==> src/rtl/alu_control_mc.sv <==
// ALU control decoder with an iterative unsigned multiply/divide sequencer.
// Decode is purely combinational; MUL/DIV stall the pipeline until a one-cycle done pulse.
module alu_control_mc #(
   parameter int unsigned WIDTH  = 32,
   parameter int unsigned OP_W   = 3,
   parameter int unsigned FUNC_W = 4
) (
   input  logic              clk,
   input  logic              rst,
   input  logic [OP_W-1:0]   inp_aluOp,
   input  logic [FUNC_W-1:0] inp_func,
   input  logic              inp_valid,
   input  logic              inp_flush,
   input  logic [WIDTH-1:0]  inp_a,
   input  logic [WIDTH-1:0]  inp_b,
   output logic [3:0]        out_aluControl,
   output logic              out_stall,
   output logic              out_busy,
   output logic              out_done,
   output logic [WIDTH-1:0]  out_hi,
   output logic [WIDTH-1:0]  out_lo
);

   localparam int unsigned CNT_W = $clog2(WIDTH) + 1;

   localparam logic [1:0] ST_IDLE = 2'd0;
   localparam logic [1:0] ST_RUN  = 2'd1;
   localparam logic [1:0] ST_DONE = 2'd2;

   logic [1:0]         r_state;
   logic [CNT_W-1:0]   r_cnt;
   logic               r_is_div;
   logic [WIDTH-1:0]   r_opnd;
   logic [2*WIDTH-1:0] r_acc;
   logic [WIDTH-1:0]   r_hi;
   logic [WIDTH-1:0]   r_lo;

   logic [3:0]         w_func_ctl;
   logic               w_is_mc;
   logic               w_is_div;
   logic               w_start;
   logic               w_last;
   logic [WIDTH-1:0]   w_upper;
   logic [WIDTH-1:0]   w_lower;
   logic [WIDTH:0]     w_add;
   logic [WIDTH:0]     w_rem_sh;
   logic               w_ge;
   logic [2*WIDTH-1:0] w_mul_nxt;
   logic [2*WIDTH-1:0] w_div_nxt;
   logic [2*WIDTH-1:0] w_acc_nxt;

   always_comb begin
      w_func_ctl = 4'd0;
      case (inp_func)
         FUNC_W'(0):  w_func_ctl = 4'd0;
         FUNC_W'(1):  w_func_ctl = 4'd1;
         FUNC_W'(2):  w_func_ctl = 4'd5;
         FUNC_W'(3):  w_func_ctl = 4'd6;
         FUNC_W'(4):  w_func_ctl = 4'd7;
         FUNC_W'(5):  w_func_ctl = 4'd3;
         FUNC_W'(6):  w_func_ctl = 4'd4;
         FUNC_W'(7):  w_func_ctl = 4'd2;
         FUNC_W'(8):  w_func_ctl = 4'd8;
         FUNC_W'(9):  w_func_ctl = 4'd9;
         FUNC_W'(10): w_func_ctl = 4'd10;
         FUNC_W'(11): w_func_ctl = 4'd11;
         default:     w_func_ctl = 4'd0;
      endcase
   end

   always_comb begin
      out_aluControl = 4'd0;
      case (inp_aluOp)
         OP_W'(0): out_aluControl = w_func_ctl;
         OP_W'(1): out_aluControl = 4'd1;
         OP_W'(2): out_aluControl = 4'd7;
         OP_W'(4): out_aluControl = 4'd8;
         OP_W'(5): out_aluControl = 4'd9;
         default:  out_aluControl = 4'd0;
      endcase
   end

   assign w_is_mc  = (inp_aluOp == '0) &
                     ((inp_func == FUNC_W'(10)) | (inp_func == FUNC_W'(11)));
   assign w_is_div = (inp_func == FUNC_W'(11));
   assign w_start  = (r_state == ST_IDLE) & inp_valid & w_is_mc & ~inp_flush;
   assign w_last   = (r_cnt == CNT_W'(WIDTH - 1));

   // MUL: acc = {partial product, multiplier}; carry out of the add lands in the MSB on shift
   assign w_upper   = r_acc[2*WIDTH-1:WIDTH];
   assign w_lower   = r_acc[WIDTH-1:0];
   assign w_add     = w_lower[0] ? ({1'b0, w_upper} + {1'b0, r_opnd}) : {1'b0, w_upper};
   assign w_mul_nxt = {w_add, w_lower[WIDTH-1:1]};

   // DIV: acc = {remainder, quotient}; shifted remainder needs one extra bit for the compare
   assign w_rem_sh  = {w_upper, w_lower[WIDTH-1]};
   assign w_ge      = (w_rem_sh >= {1'b0, r_opnd});
   assign w_div_nxt = w_ge ? {w_rem_sh[WIDTH-1:0] - r_opnd, w_lower[WIDTH-2:0], 1'b1}
                           : {w_rem_sh[WIDTH-1:0], w_lower[WIDTH-2:0], 1'b0};
   assign w_acc_nxt = r_is_div ? w_div_nxt : w_mul_nxt;

   always_ff @(posedge clk) begin
      if (rst) begin
         r_state  <= ST_IDLE;
         r_cnt    <= '0;
         r_is_div <= 1'b0;
         r_opnd   <= '0;
         r_acc    <= '0;
         r_hi     <= '0;
         r_lo     <= '0;
      end else begin
         case (r_state)
            ST_IDLE: begin
               if (w_start) begin
                  r_cnt    <= '0;
                  r_is_div <= w_is_div;
                  if (w_is_div) begin
                     r_opnd <= inp_b;
                     r_acc  <= {{WIDTH{1'b0}}, inp_a};
                     if (inp_b == '0) begin
                        r_state <= ST_DONE;
                        r_hi    <= inp_a;
                        r_lo    <= '1;
                     end else begin
                        r_state <= ST_RUN;
                     end
                  end else begin
                     r_opnd  <= inp_a;
                     r_acc   <= {{WIDTH{1'b0}}, inp_b};
                     r_state <= ST_RUN;
                  end
               end
            end
            ST_RUN: begin
               if (inp_flush) begin
                  r_state <= ST_IDLE;
               end else begin
                  r_acc <= w_acc_nxt;
                  r_cnt <= r_cnt + CNT_W'(1);
                  if (w_last) begin
                     r_state <= ST_DONE;
                     r_hi    <= w_acc_nxt[2*WIDTH-1:WIDTH];
                     r_lo    <= w_acc_nxt[WIDTH-1:0];
                  end
               end
            end
            default: r_state <= ST_IDLE;
         endcase
      end
   end

   assign out_stall = w_start | (r_state == ST_RUN);
   assign out_busy  = (r_state != ST_IDLE);
   assign out_done  = (r_state == ST_DONE);
   assign out_hi    = r_hi;
   assign out_lo    = r_lo;

endmodule

==> config.mk <==
export PLATFORM = sky130hd
export DESIGN_NAME = alu_control_mc
export DESIGN_NICKNAME = d
export VERILOG_FILES = /design/src/rtl/alu_control_mc.sv
export SDC_FILE = /design/constraint.sdc
export NUM_CORES = 1
export LEC_CHECK = 0
export BUFFER_PORTS_ARGS = -buffer_cell sky130_fd_sc_hd__buf_2
export CAP_MARGIN = 5
export CORE_AREA = 2 2 154 156
export DETAILED_ROUTE_END_ITERATION = 8
export DIE_AREA = 0 0 156 158
export MAX_ROUTING_LAYER = met4
export PLACE_DENSITY_LB_ADDON = 0.3
export SYNTH_ARGS = -nofsm -noshare
export SYNTH_HDL_FRONTEND = slang
export SYNTH_SLANG_ARGS = --single-unit
export TNS_END_PERCENT = 5
==> constraint.sdc <==
create_clock -name clk -period 3.1 [get_ports clk]
set_input_delay 0.31 -clock clk [delete_from_list [all_inputs] [get_ports clk]]
set_output_delay 0.31 -clock clk [all_outputs]
set_load 0.02 [all_outputs]
==> summary.md, run 1 <==
### Die
- **Core Rows** 56
- **I/O pin count** 146
- **core box area** 0.0231 mm2
- **y dimension of the die** 158 um
- **Die Span X** 156 um
- **DIE AREA** 0.0246 mm2
- **Initial Util** 0.529

### Place
- **final RePlAce weighted congestion** 1.04
- **worst slack at placement** -0.207 ns
- **placed instance area** 0.0144 mm2
- **HPWL after DPL** 36000 um
- **count of buffers inserted at the top-level ports** 145

### Layout
- **Area growth syn-to-layout** 30.3%
- **Final nets** 2032
- **count of antenna diodes in the layout** 0
- **most frequent cells in the layout** nand2_1 (247), buf_4 (196), nor2_1 (146), buf_2 (144), dfxtp_1 (137)
- **share of cells above drive strength 1** 0.280
- **leading cell type in the layout, fill and taps excluded** nand2_1
- **final standard cell utilization of the core** 0.689
- **Post-Layout Inst Area** 0.0159 mm2

### Synth
- **most instantiated flip-flop cell in the synthesis netlist** dfxtp_1
- **Synth Warn #** 0
- **#FFs+latches synth** 169
- **number of synthesized flops with an enable pin** 0
- **Mapped Area** 0.0122 mm2
- **number of cells produced by synthesis** 1631
- **post-synthesis net count** 1775
- **Seq/Total Area, Yosys** 0.278
- **async set-or-reset flop fraction in the synthesized netlist** 0
- **Avg Cell Area, Syn** 7.47 um2
- **count of unique library cells instantiated by Yosys** 82

### Timing
- **final slew viol count** 0
- **highest clock frequency the design can meet** 324 MHz
- **shortest clock period the worst path allows after layout** 3.09 ns
- **Clock Skew** 0.0205 ns
- **RSZ-0062 raised after global routing** true
- **final-report setup violation count** 0
- **normalized max-slew margin** 0.542
- **final hold vios** 0
- **hold slack final** 0.147 ns
- **Setup WS post-layout** 0.0137 ns
- **worst slew pin tran** 0.688 ns
- **share of the clock period used by the worst path** 0.996

### Clock network
- **H-tree depth** 4
- **CTS max path bufs** 2
- **clock latency on the worst-skew pair** 0.45 ns
- **count of clock tree sinks** 169
- **CTS tree** yes
- **CTS clock-pin slew for the worst setup and hold paths** 0.08 ns
- **Num CTS Buffers** 17
- **hold buffers post-CTS** 0
- **buffer cell driving the clock tree root** clkbuf_16

### Drt
- **average via count per standard cell** 6.50
- **WL final** 49700 um
- **post-route ant nets** 0
- **number of vias after detailed routing** 14200
- **number of remaining DRC errors** 0
- **number of DRC markers in iteration 0** 1657
- **post-DR wirelength/cell** 22.7 um
- **total iterations of the first detailed-routing run** 5

### Global route
- **sum of overflow across all layers after global routing** 0
- **antenna violations before repair** 0
- **pin count of the biggest net entering global routing** 111
- **vias in the first global route** 13000
- **global-route wire length before repair** 73800 um
- **Total GRT Usage** 0.397

### Pwr
- **IR drop worst, VDD** 0.356 mV
- **ratio of total power to cell area** 315 mW/mm2
- **leakage component of the power** 6.73 nW

### Setup path
- **CP max stage cell** dfxtp_1
- **WP data arrival** 3.45 ns
- **WP data required** 3.46 ns
- **endpoint class of the critical path** flip-flop
- **Crit path largest cell delay** 0.53 ns
- **Critical Path, Cell by Cell** ha_1 -> buf_4 -> o211ai_1 -> o21ai_2 -> a22oi_2 -> o211ai_4 -> o221ai_4 -> buf_6 -> nand2_8 -> buf_8 -> mux2i_2 -> a211o_1 -> a31oi_1
- **Critical Path Fanout Max** 7
- **startpoint class of the critical path** flip-flop
- **critical setup path kind** reg -> reg

### Run
- **Max-Cap Viols** 0

### Run status
- **status** complete, no violations

### Hold path
- **type of the most critical hold path** in -> reg

==> registers in the layout, indices dropped and copies added (netlist names) <==
signal,cells
r_acc,64
out_hi,32
out_lo,32
r_opnd,32
r_cnt,6
r_state,2
r_is_div,1
==> repair_timing <==
action	4_1_cts	5_1_grt
gates resized for setup	14	146
setup buffers	3	17
gates cloned	0	1
endpoints found under the setup margin	52	55
pin swaps	5	46
==> cells in the mapped netlist, types with 6 or more instances <==
cell type | instances | area (um2)
a21o_1 | 28 | 210
o211ai_1 | 12 | 90.1
xor2_1 | 18 | 158
a21boi_0 | 6 | 45.0
o21a_1 | 12 | 90.1
clkbuf_1 | 98 | 368
mux2i_1 | 21 | 210
nand2_1 | 247 | 927
a31oi_1 | 35 | 219
nand2b_1 | 8 | 50.1
buf_2 | 13 | 65.1
nor2_1 | 151 | 567
a21oi_1 | 129 | 646
a211oi_1 | 96 | 721
inv_1 | 56 | 210
dfxtp_1 | 169 | 3380
nor4_1 | 10 | 62.6
a22o_1 | 11 | 96.3
and2_1 | 32 | 200
buf_1 | 8 | 30.0
nand3_1 | 37 | 185
nand4_1 | 21 | 131
nor2b_1 | 20 | 125
a211o_1 | 8 | 70.1
o21ai_0 | 80 | 400
ha_1 | 67 | 838
o21ai_1 | 7 | 35.0
a311o_1 | 6 | 60.1
nor3_1 | 17 | 85.1
a311oi_1 | 67 | 587
xnor2_1 | 42 | 368
==> worst max-delay path, delay by kind of cell, from the launching register on <==
family	cells	cell delay, ns
buffers and inverters	3	0.50
AO/OA/AOI/OAI	7	1.36
adder cells (fa/ha/maj)	1	0.34
multiplexers	1	0.20
AND/OR/NAND/NOR	1	0.08
flip-flops	1	0.53
==> worst paths after layout <==
| check | start | endpoint | slack, ns | cells past startpoint |
|---|---|---|---|---|
| worst max-delay path | r_acc[48]$_SDFFE_PP0P_ | out_hi[17]$_SDFFE_PP0P_ | 0.01 | 13 |
| worst min-delay path | inp_b[27] | r_opnd[27]$_SDFFE_PP0P_ | 0.15 | 3 |
| worst max register to register | r_acc[48]$_SDFFE_PP0P_ | out_hi[17]$_SDFFE_PP0P_ | 0.01 | 13 |
| worst min register to register | out_lo[4]$_SDFFE_PP0P_ | out_lo[4]$_SDFFE_PP0P_ | 0.50 | 2 |
==> layer usage <==
layer / track usage / vias to the layer above / routed length, um
met3: 0.0747 / 93 / 6150
met5: - / - / 0
met4: 0.122 / 0 / 1600
met2: 0.563 / 870 / 20800
met1: 0.570 / 6777 / 21200
li1: - / 6491 / -
==> cell type report <==
| class | instances | area, um2 |
|---|---|---|
| fillers | 1890 | 7160 |
| repair buffers | 361 | 2540 |
| clock buffers | 17 | 425 |
| flip-flops and latches | 169 | 3440 |
| clock inverters | 15 | 220 |
| well taps | 290 | 363 |
| multi-input cells | 1282 | 8690 |
| inverters | 57 | 214 |
==> kinds of logic (layout without fill, tap and decap cells) <==
group	count (synthesis)	in the layout	share of synthesized area
and+or+nand+nor	571	571	0.209
AOI/OAI and AO/OA	561	561	0.322
buffers and inverters	180	450	0.0592
DFF	169	169	0.278
adders and majority gates	69	69	0.0720
xor gates and xnor gates	60	60	0.0431
muxes	21	21	0.0172
==> stage by stage <==
stage / power (mW) / cells / TNS [ns]
detailed placement: 2.65 / 2139 / -3.26
global placement: 2.64 / 2139 / -0.681
finish: 5.00 / 2191 / 0
global route: 5.11 / 2191 / -0.825
floorplan: 2.44 / 1631 / 0
CTS: 4.95 / 2174 / -0.174
==> where the power goes <==
group / switching, mW / internal (mW)
logic: 0.298 / 0.195
clock network: 1.15 / 1.19
registers: 0.00463 / 2.17
Power figures use the tool's default switching activity.
==> run 2: changes to the inputs <==
--- a/config.mk
+++ b/config.mk
@@ -5,11 +5,12 @@
 export SDC_FILE = /design/constraint.sdc
 export NUM_CORES = 1
 export LEC_CHECK = 0
+export ABC_AREA = 1
 export BUFFER_PORTS_ARGS = -buffer_cell sky130_fd_sc_hd__buf_2
 export CAP_MARGIN = 5
-export CORE_AREA = 2 2 154 156
+export CORE_AREA = 2 2 160 162
 export DETAILED_ROUTE_END_ITERATION = 8
-export DIE_AREA = 0 0 156 158
+export DIE_AREA = 0 0 162 164
 export MAX_ROUTING_LAYER = met4
 export PLACE_DENSITY_LB_ADDON = 0.3
 export SYNTH_ARGS = -nofsm -noshare
==> run 2 against run 1 <==
  * Count of clock-buffer cells in the layout increased by 1
  * Worst hold slack improved by 0.0066 ns
  * Global-route usage up 0.65 points
  * Combinational power increased by 96%
  * Core utilization fell by 7.5 points
  * Setup slack improved by 0.12 ns
  * Largest cell class unchanged
==> summary.md, run 2 <==
### Run status
- **status** complete, no violations

### Layout
- **register containing the most flip-flops in the final layout** r_acc
- **share of cells above drive strength 1** 0.114
- **Final nets** 2568
- **number of flip-flops in the largest register** 64
- **Area growth syn-to-layout** 13.7%
- **Post-Layout Inst Area** 0.0152 mm2
- **final standard cell utilization of the core** 0.614
- **count of antenna diodes in the layout** 0
- **leading cell type in the layout, fill and taps excluded** nand2_1
- **most frequent cells in the layout** nand2_1 (684), inv_1 (303), a21oi_1 (285), nor2_1 (188), dfxtp_1 (168)

### Setup path
- **WP data required** 3.41 ns
- **worst r2r src** r_opnd[27]$_SDFFE_PP0P_
- **startpoint class of the critical path** flip-flop
- **WP data arrival** 3.28 ns
- **reg2reg setup slack** 0.13 ns
- **depth of the worst register-to-register path** 17
- **start point of the critical path** r_opnd[27]$_SDFFE_PP0P_
- **critical setup path kind** reg -> reg
- **Critical Path Fanout Max** 16
- **Critical R2R Capture** r_acc[60]$_SDFFE_PP0P_
- **endpoint class of the critical path** flip-flop

### Synth
- **async set-or-reset flop fraction in the synthesized netlist** 0
- **area share of the leading cell type in the synthesized netlist** 0.252
- **Avg Cell Area, Syn** 5.84 um2
- **most instantiated flip-flop cell in the synthesis netlist** dfxtp_1
- **dominant cell type by area after synthesis** dfxtp_1
- **count of unique library cells instantiated by Yosys** 45
- **top-count cell post-synth** nand2_1
- **Mapped Area** 0.0134 mm2
- **Seq/Total Area, Yosys** 0.252
- **number of cells produced by synthesis** 2298
- **Synth Warn #** 0
- **post-synthesis net count** 2442
- **list of most frequent post-synthesis cells** nand2_1 (685), inv_1 (306), a21oi_1 (285), nor2_1 (190), dfxtp_1 (169)
- **#FFs+latches synth** 169
- **number of synthesized flops with an enable pin** 0
- **most area-consuming cells after synthesis** dfxtp_1 (25%), nand2_1 (19%), a21oi_1 (11%)

### Clock network
- **buffer cell driving the clock tree root** clkbuf_16
- **CTS tree** yes
- **clock latency on the worst-skew pair** 0.45 ns
- **CTS clock-pin slew for the worst setup and hold paths** 0.08 ns
- **CTS max path bufs** 2
- **Num CTS Buffers** 17
- **count of clock tree sinks** 169
- **H-tree depth** 4

### Global route
- **Total GRT Usage** 0.404
- **pin count of the biggest net entering global routing** 84
- **sum of overflow across all layers after global routing** 0
- **global-route wire length before repair** 80600 um
- **antenna violations before repair** 0
- **vias in the first global route** 14200

### Die
- **I/O pin count** 146
- **Die Span X** 162 um
- **Core Rows** 58
- **y dimension of the die** 164 um
- **DIE AREA** 0.0266 mm2
- **Initial Util** 0.540
- **core box area** 0.0248 mm2

### Drt
- **number of DRC markers in iteration 0** 1877
- **average via count per standard cell** 5.81
- **number of remaining DRC errors** 0
- **total iterations of the first detailed-routing run** 6
- **post-DR wirelength/cell** 19.1 um
- **WL final** 52900 um
- **number of vias after detailed routing** 16100
- **post-route ant nets** 0

### Timing
- **accumulated negative setup slack** 0 ns
- **worst slew pin tran** 0.980 ns
- **normalized max-slew margin** 0.346
- **shortest clock period the worst path allows after layout** 2.97 ns
- **final hold vios** 0
- **final slew viol count** 0
- **RSZ-0062 raised after global routing** false
- **Clock Skew** 0.0302 ns
- **highest clock frequency the design can meet** 337 MHz
- **final-report setup violation count** 0
- **Setup WS post-layout** 0.129 ns
- **share of the clock period used by the worst path** 0.958

### Pwr
- **ratio of total power to cell area** 346 mW/mm2
- **IR drop worst, VDD** 0.384 mV
- **leakage component of the power** 7.81 nW

### Place
- **placed instance area** 0.0147 mm2
- **final RePlAce weighted congestion** 1.04
- **HPWL after DPL** 41700 um
- **count of buffers inserted at the top-level ports** 145
- **worst slack at placement** 0.279 ns

### Hold path
- **worst min-delay path endpoint** r_opnd[30]$_SDFFE_PP0P_
- **HP Start** inp_b[30]
- **number of cells on the worst hold path** 3
- **type of the most critical hold path** in -> reg

### Run
- **Max-Cap Viols** 0

[run 2: changes by cell type in the layout (fill, tap and decap cells not counted), moves of 31 or more]
cell,before,now
nand2_1,247,684
inv_1,52,303
a21oi_1,120,285
buf_4,196,62
nand3_1,35,139
o21ai_0,70,154
a211oi_1,87,20
a311oi_1,66,23
nor2_1,146,188
xnor2_1,42,4
a31oi_1,35,0
dfxtp_1,137,168
[run 2: worst max-delay path by stage]
stage                               to  slack (ns)
4_1_cts         r_acc[60]$_SDFFE_PP0P_        0.26
3_5_place_dp    r_acc[60]$_SDFFE_PP0P_        0.28
3_3_place_gp   out_hi[28]$_SDFFE_PP0P_        0.28
2_1_floorplan   r_acc[45]$_SDFFE_PP0P_        0.97
5_1_grt         r_acc[60]$_SDFFE_PP0P_        0.01
6_report        r_acc[60]$_SDFFE_PP0P_        0.13
[run 2: power breakdown]
group,total (mW),internal (mW),leakage (nW),switching [mW]
Combinational,0.967,0.315,6.17,0.653
Clock,2.11,1.06,0.272,1.05
Sequential,2.19,2.18,1.36,0.0115
Total,5.27,3.56,7.81,1.71
[run 2: area by class of cell]
| cell class | instances | area, um2 |
|---|---|---|
| clock inverter | 14 | 134 |
| tap | 330 | 413 |
| timing repair buffer | 213 | 1310 |
| multi-input combinational | 1712 | 8410 |
| fill | 2517 | 9570 |
| inverter | 311 | 1170 |
| sequential | 169 | 3380 |
| clock buffer | 18 | 429 |
[run 2: metal layers]
layer  up-vias  wire length, um  track usage
met4         0             1680        0.131
met2       885            22700        0.607
met5         -                0            -
met1      7362            22700        0.563
met3        96             5790       0.0530
li1       7726                -            -
[run 2: metrics by stage]
step | power (mW) | hold WS, ns | cells
detailed placement | 3.18 | 0.465 | 2735
global placement | 3.17 | 0.463 | 2735
floorplan | 2.81 | 0.445 | 2298
finish | 5.27 | 0.154 | 2767
global route | 5.42 | 0.157 | 2767
CTS | 5.23 | 0.154 | 2767
[run 2: cell families (layout without fill, tap and decap cells)]
group           after synthesis  in the layout  synth area share
flops                       169            169             0.252
fa+ha+maj                    69             69            0.0655
xor+xnor                     20             20            0.0131
compound gates              525            525             0.210
buf+inv                     417            556             0.122
simple gates               1098           1098             0.337
[run 2: what timing repair did]
action,CTS,global route
resized for setup,0,1
hold buffers,0,0
setup buffers,0,0
setup endpoints to repair,0,1
[run 2: critical path: stages, from the launching register on]
cell and delay, ns:
dfxtp_1 0.51, inv_1 0.08, ha_1 0.38, nand2_1 0.19, inv_1 0.06, nand2_1 0.09
nand2_1 0.05, a21oi_1 0.26, nand2_2 0.11, nor2_4 0.12, nand2_4 0.16, buf_4 0.19
nand2_2 0.19, nand2_1 0.08, nand2_1 0.09, nand2_1 0.06, nand2_1 0.12, a21oi_1 0.08
